[config.mk]
export PLATFORM = sky130hd
export DESIGN_NAME = mem_access_unit
export DESIGN_NICKNAME = d
export VERILOG_FILES = /design/src/rtl/mem_access_unit.sv
export SDC_FILE = /design/constraint.sdc
export NUM_CORES = 1
export LEC_CHECK = 0
export ABC_AREA = 1
export CELL_PAD_IN_SITES_DETAIL_PLACEMENT = 1
export CELL_PAD_IN_SITES_GLOBAL_PLACEMENT = 1
export CORE_ASPECT_RATIO = 0.5
export CORE_MARGIN = 2
export CORE_UTILIZATION = 32
export DETAILED_ROUTE_END_ITERATION = 6
export PLACE_DENSITY = 0.82
export SYNTH_ARGS = -nofsm -noshare
export SYNTH_HDL_FRONTEND = slang
export SYNTH_SLANG_ARGS = --single-unit
[constraint.sdc]
create_clock -name clk_i -period 2.08 [get_ports clk_i]
set_input_delay 0.208 -clock clk_i [delete_from_list [all_inputs] [get_ports clk_i]]
set_output_delay 0.208 -clock clk_i [all_outputs]
set_load 0.01 [all_outputs]
[src/rtl/mem_access_unit.sv]
// MEM-stage load/store unit: drives the request/grant/response data bus from the
// EXE/MEM register, stalls the pipeline until the access ends, and formats writeback.
module mem_access_unit #(
    parameter int XLEN    = 32,
    parameter int TIMEOUT = 64,
    parameter int CNT_W   = 7
) (
    input  logic            clk_i,
    input  logic            rst_ni,
    input  logic [XLEN-1:0] alu_val_i,
    input  logic [XLEN-1:0] rs2_val_i,
    input  logic [4:0]      rd_addr_i,
    input  logic            rd_we_i,
    input  logic            mem_re_i,
    input  logic            mem_we_i,
    input  logic [2:0]      mem_mode_i,
    output logic [XLEN-1:0] rd_val_o,
    output logic [4:0]      rd_addr_o,
    output logic            rd_we_o,
    output logic            stall_o,
    output logic            misalign_o,
    output logic            fault_o,
    output logic            dbus_req_o,
    output logic            dbus_we_o,
    output logic [XLEN-1:0] dbus_addr_o,
    output logic [3:0]      dbus_be_o,
    output logic [XLEN-1:0] dbus_wdata_o,
    input  logic            dbus_gnt_i,
    input  logic            dbus_rvalid_i,
    input  logic [XLEN-1:0] dbus_rdata_i,
    input  logic            dbus_err_i
);

    typedef enum logic [1:0] {S_IDLE, S_REQ, S_WAIT, S_DONE} state_t;

    localparam logic [CNT_W-1:0] LAST_CNT = CNT_W'(TIMEOUT - 1);

    state_t            r_state;
    state_t            w_next;
    logic [XLEN-1:0]   r_dbusAddr;
    logic [3:0]        r_dbusBe;
    logic [XLEN-1:0]   r_dbusWdata;
    logic              r_dbusWe;
    logic [4:0]        r_rdAddr;
    logic              r_rdWe;
    logic              r_isLoad;
    logic [2:0]        r_mode;
    logic [1:0]        r_offset;
    logic [XLEN-1:0]   r_result;
    logic [CNT_W-1:0]  r_cnt;
    logic              r_misalign;
    logic              r_fault;

    logic              w_memOp;
    logic              w_illegal;
    logic              w_misalign;
    logic              w_timeout;
    logic [3:0]        w_be;
    logic [XLEN-1:0]   w_wdata;
    logic [XLEN-1:0]   w_shifted;
    logic [XLEN-1:0]   w_loadData;

    assign w_memOp    = mem_we_i | mem_re_i;
    assign w_illegal  = mem_we_i ? (mem_mode_i[2] | (mem_mode_i[1:0] == 2'b11))
                                 : ((mem_mode_i == 3'b011) | (mem_mode_i[2:1] == 2'b11));
    assign w_misalign = ((mem_mode_i[1:0] == 2'b01) & alu_val_i[0]) |
                        ((mem_mode_i[1:0] == 2'b10) & (|alu_val_i[1:0]));
    assign w_timeout  = (r_cnt == LAST_CNT);

    assign dbus_req_o   = (r_state == S_REQ);
    assign dbus_we_o    = r_dbusWe;
    assign dbus_addr_o  = r_dbusAddr;
    assign dbus_be_o    = r_dbusBe;
    assign dbus_wdata_o = r_dbusWdata;
    assign misalign_o   = r_misalign;
    assign fault_o      = r_fault;

    // Stores put the narrow datum on every lane so the slave only has to honour the byte enables.
    always_comb begin
        w_be    = 4'b1111;
        w_wdata = rs2_val_i;
        case (mem_mode_i[1:0])
            2'b00: begin
                w_be    = 4'b0001 << alu_val_i[1:0];
                w_wdata = {(XLEN/8){rs2_val_i[7:0]}};
            end
            2'b01: begin
                w_be    = 4'b0011 << {alu_val_i[1], 1'b0};
                w_wdata = {(XLEN/16){rs2_val_i[15:0]}};
            end
            default: ;
        endcase
    end

    assign w_shifted = dbus_rdata_i >> {r_offset, 3'b000};

    always_comb begin
        w_loadData = w_shifted;
        case (r_mode)
            3'b000:  w_loadData = {{(XLEN-8){w_shifted[7]}}, w_shifted[7:0]};
            3'b001:  w_loadData = {{(XLEN-16){w_shifted[15]}}, w_shifted[15:0]};
            3'b100:  w_loadData = {{(XLEN-8){1'b0}}, w_shifted[7:0]};
            3'b101:  w_loadData = {{(XLEN-16){1'b0}}, w_shifted[15:0]};
            default: w_loadData = w_shifted;
        endcase
    end

    always_ff @(posedge clk_i or negedge rst_ni) begin
        if (!rst_ni) begin
            r_state <= S_IDLE;
        end else begin
            r_state <= w_next;
        end
    end

    always_comb begin
        w_next    = r_state;
        stall_o   = 1'b0;
        rd_val_o  = alu_val_i;
        rd_addr_o = rd_addr_i;
        rd_we_o   = rd_we_i;
        case (r_state)
            S_IDLE: begin
                if (w_memOp) begin
                    stall_o = 1'b1;
                    rd_we_o = 1'b0;
                    w_next  = (w_illegal || w_misalign) ? S_DONE : S_REQ;
                end
            end
            S_REQ: begin
                stall_o = 1'b1;
                rd_we_o = 1'b0;
                if (w_timeout) begin
                    w_next = S_DONE;
                end else if (dbus_gnt_i) begin
                    w_next = S_WAIT;
                end
            end
            S_WAIT: begin
                stall_o = 1'b1;
                rd_we_o = 1'b0;
                if (dbus_rvalid_i || w_timeout) begin
                    w_next = S_DONE;
                end
            end
            S_DONE: begin
                rd_val_o  = r_result;
                rd_addr_o = r_rdAddr;
                rd_we_o   = r_rdWe & r_isLoad & ~r_fault & ~r_misalign;
                w_next    = S_IDLE;
            end
            default: w_next = S_IDLE;
        endcase
    end

    // Fault and misalign flags are set on the edge into DONE, so they pulse for exactly that cycle.
    always_ff @(posedge clk_i or negedge rst_ni) begin
        if (!rst_ni) begin
            r_dbusAddr  <= '0;
            r_dbusBe    <= '0;
            r_dbusWdata <= '0;
            r_dbusWe    <= 1'b0;
            r_rdAddr    <= '0;
            r_rdWe      <= 1'b0;
            r_isLoad    <= 1'b0;
            r_mode      <= '0;
            r_offset    <= '0;
            r_result    <= '0;
            r_cnt       <= '0;
            r_misalign  <= 1'b0;
            r_fault     <= 1'b0;
        end else begin
            case (r_state)
                S_IDLE: begin
                    if (w_memOp) begin
                        r_rdAddr   <= rd_addr_i;
                        r_rdWe     <= rd_we_i;
                        r_isLoad   <= ~mem_we_i;
                        r_result   <= alu_val_i;
                        r_fault    <= w_illegal;
                        r_misalign <= ~w_illegal & w_misalign;
                        if (!w_illegal && !w_misalign) begin
                            r_dbusAddr  <= {alu_val_i[XLEN-1:2], 2'b00};
                            r_dbusBe    <= w_be;
                            r_dbusWdata <= w_wdata;
                            r_dbusWe    <= mem_we_i;
                            r_mode      <= mem_mode_i;
                            r_offset    <= alu_val_i[1:0];
                            r_cnt       <= '0;
                        end
                    end
                end
                S_REQ: begin
                    r_cnt <= r_cnt + CNT_W'(1);
                    if (w_timeout) begin
                        r_fault <= 1'b1;
                    end
                end
                S_WAIT: begin
                    r_cnt <= r_cnt + CNT_W'(1);
                    if (dbus_rvalid_i) begin
                        r_result <= w_loadData;
                        r_fault  <= dbus_err_i;
                    end else if (w_timeout) begin
                        r_fault <= 1'b1;
                    end
                end
                S_DONE: begin
                    r_fault    <= 1'b0;
                    r_misalign <= 1'b0;
                end
                default: ;
            endcase
        end
    end

endmodule
==> results of run 1 <==
logic make-up (layout without fill, tap and decap cells):
group                    count (synthesis)  count (layout)  synth area share
adder cells (fa/ha/maj)                  6               6            0.0113
other                                    1               3          0.000563
AO/OA/AOI/OAI                          197             197             0.150
AND/OR/NAND/NOR                        497             497             0.302
flip-flops                             122             122             0.459
XOR/XNOR                                 1               1           0.00132
buffers and inverters                  118             352            0.0767
final timing paths:
kind,cells past startpoint,from,endpoint,slack (ns)
min,2,rst_ni,dbus_wdata_o[7],0.21
min reg2reg,2,r_result[21],r_result[21],0.48
max in group asynchronous,3,rst_ni,dbus_addr_o[19],1.25
max reg2reg,10,r_state[1],r_result[29],0.17
max,4,r_state[0],rd_val_o[20],0.06
min in group clk_i,3,rd_we_i,r_rdWe,0.39
per-stage QoR:
| stage | area [µm²] | hold slack, ns | worst slack, ns | util |
|---|---|---|---|---|
| 6_report | 9990 | 0.206 | 0.0596 | 0.488 |
| 5_1_grt | 9990 | 0.219 | 0.00107 | 0.488 |
| 4_1_cts | 9980 | 0.170 | -0.0458 | 0.488 |
| 3_5_place_dp | 9280 | 0.0756 | -0.162 | 0.453 |
| 3_3_place_gp | 9280 | 0.0698 | -0.0248 | 0.453 |
| 2_1_floorplan | 6660 | -0.0876 | 0.290 | - |
power by group:
part,total (mW),switching (mW),leakage (nW),internal (mW)
sequential,4.23,0.713,1.51,3.51
clock,3.03,1.10,0.282,1.93
combinational,7.92,4.53,2.98,3.39
total,15.2,6.35,4.78,8.83
state kept, by name, indices dropped and copies added, names as in the netlist, 2 cells and up:
| signal | count |
|---|---|
| dbus_addr_o | 30 |
| dbus_be_o | 4 |
| dbus_wdata_o | 32 |
| r_cnt | 7 |
| r_mode | 3 |
| r_offset | 2 |
| r_rdAddr | 5 |
| r_result | 32 |
| r_state | 2 |
worst max-delay path: stages, from the launching register on:
cell and delay, ns:
dfrtp_2 0.45, ha_4 0.22, buf_16 0.18, o21ai_0 0.25, clkdlybuf4s15_2 0.28
layer usage:
metal  part of all wire  vias up  track usage
met4              0.029        0       0.0947
li1                   -     3469            -
met5                  0        -            0
met3              0.043       49       0.0434
met1               0.44     3597        0.297
met2               0.49      176        0.419
Yosys cell counts:
library cell	n	area, µm²
buf_4	5	37.5
nor2_1	21	78.8
conb_1	1	3.75
nand3_1	61	305
buf_2	15	75.1
nor3b_1	1	7.51
nand2_2	1	6.26
inv_2	4	15.0
a211oi_1	2	15.0
o41ai_1	1	8.76
nand3_2	1	10.0
ha_1	6	75.1
buf_1	1	3.75
nor2_4	1	11.3
clkbuf_1	31	116
o22ai_1	1	6.26
clkinv_1	1	3.75
nand2_1	396	1490
o21ai_0	116	581
and2_2	1	7.51
xor2_1	1	8.76
nor3_1	2	10.0
nand3_4	1	17.5
and2_0	6	37.5
o21ai_1	11	55.1
dfrtp_1	122	3050
and2_1	1	6.26
nand4_1	1	6.26
buf_6	4	45.0
or2_2	3	18.8
a21oi_1	66	330
inv_1	57	214
cell type report:
type                            instances  area share
Multi-Input combinational cell        703       0.316
Sequential cell                       122       0.306
Timing Repair Buffer                  260       0.261
Clock buffer                           22      0.0465
Tap cell                              273      0.0342
Inverter                               62      0.0233
Clock inverter                          8      0.0120
Antenna cell                            1    0.000250
repair_timing:
item | CTS | global route
hold buffers | 1 | 0
cloned | 2 | 0
pin swaps | 0 | 1
endpoints found under the setup margin | 46 | 93
buffers inserted | 2 | 0
hold endpoints to repair | 122 | 0
gates resized for setup | 99 | 12
==> flow_summary.ini, run 1 <==
[outcome]
status = complete, no violations

[clocking]
cts-root-buf = clkbuf_16
ctsLongestPathBuffers = 2
numClockSinks = 122
cts_made_buffers = 17
clk_latency_ns = 0.42
path_clk_slew_ns = 0.06
h-tree-depth = 4
tritoncts = yes

[die]
ios = 223
num_rows = 37
dieHeight_um = 106
fp.dieW_um = 208
start_util = 0.325
die_area_um2 = 22000
core_um2 = 20500

[place]
portBuffers = 220
numPlacedInstances = 1416
place_congestion = 0.833
dp_hpwl_mm = 18.3

[critical_path]
crit_required_ns = 1.87
cp_max_fo = 24
startpoint_type = register
end_kind = output pin
critPathKind = reg2out
arrival_ns = 1.81

[logic_synthesis]
synthesis.area_um2 = 6660
yosys_warnings = 0
yosys_register_bits = 122
synth_cells = 942
ys_seq_area_frac = 0.459
synthDistinctLibCells = 32
avgSynthCellArea_um2 = 7.07

[power_and_ir_drop]
power_mw = 15.2
p_leak_nw = 4.78
pwr_density_cell_nw_per_um2 = 1520
ir_drop_v = 0.000693

[global_route]
grt_pass1_vias = 7867
track_usage = 0.240
grt_pass1_wl_mm = 42.1
grt_max_degree = 64
grt_overflow = 0
antenna_found_initial = 1

[drt]
num_vias = 7291
drt_iter0_markers = 387
routed_wl_mm = 26.0
wl_per_cell_um = 17.9
ant_nets = 0
vias_per_cell = 5.02
drcViolationCount = 0
drtPass1Iterations = 5

[sta]
maxSlewViolCount = 0
hold_viol = 0
finalCriticalPeriod_ns = 2.02
tightestPinTransition_ns = 0.536
period_share = 0.971
fin_setup_tns_ns = 0
fmax_mhz = 495
rsz0062_at_grt = no
max_slew_margin = 0.641
setup_viol = 0
fin_skew_ns = 0.0110

[cells_and_area]
final.fill_count = 2540
mostFrequentLayoutCells = nand2_1 (395), clkdlybuf4s50_1 (180), dfrtp_1 (120)
syn_to_final_growth_pct = 50.1
seqCellArea_um2 = 3060
stdcell_count = 1451
drive_above_1_share = 0.0901
layout_commonest_cell = nand2_1
multi_input_area_um2 = 3160
nNetsFinal = 1284

[run]
maxCapViolCount = 0

[hold_path]
min-delay-path-class = in2async
Note: power is estimated with default switching activity, not from simulation.
==> inputs of run 2 (changes only) <==
--- a/config.mk
+++ b/config.mk
@@ -12,6 +12,7 @@
 export CORE_MARGIN = 2
 export CORE_UTILIZATION = 32
 export DETAILED_ROUTE_END_ITERATION = 6
+export HOLD_SLACK_MARGIN = 0.03
 export PLACE_DENSITY = 0.82
 export SYNTH_ARGS = -nofsm -noshare
 export SYNTH_HDL_FRONTEND = slang
==> results of run 2 <==
Same layout as run 1: the final DEF is identical, and so are final timing and power.
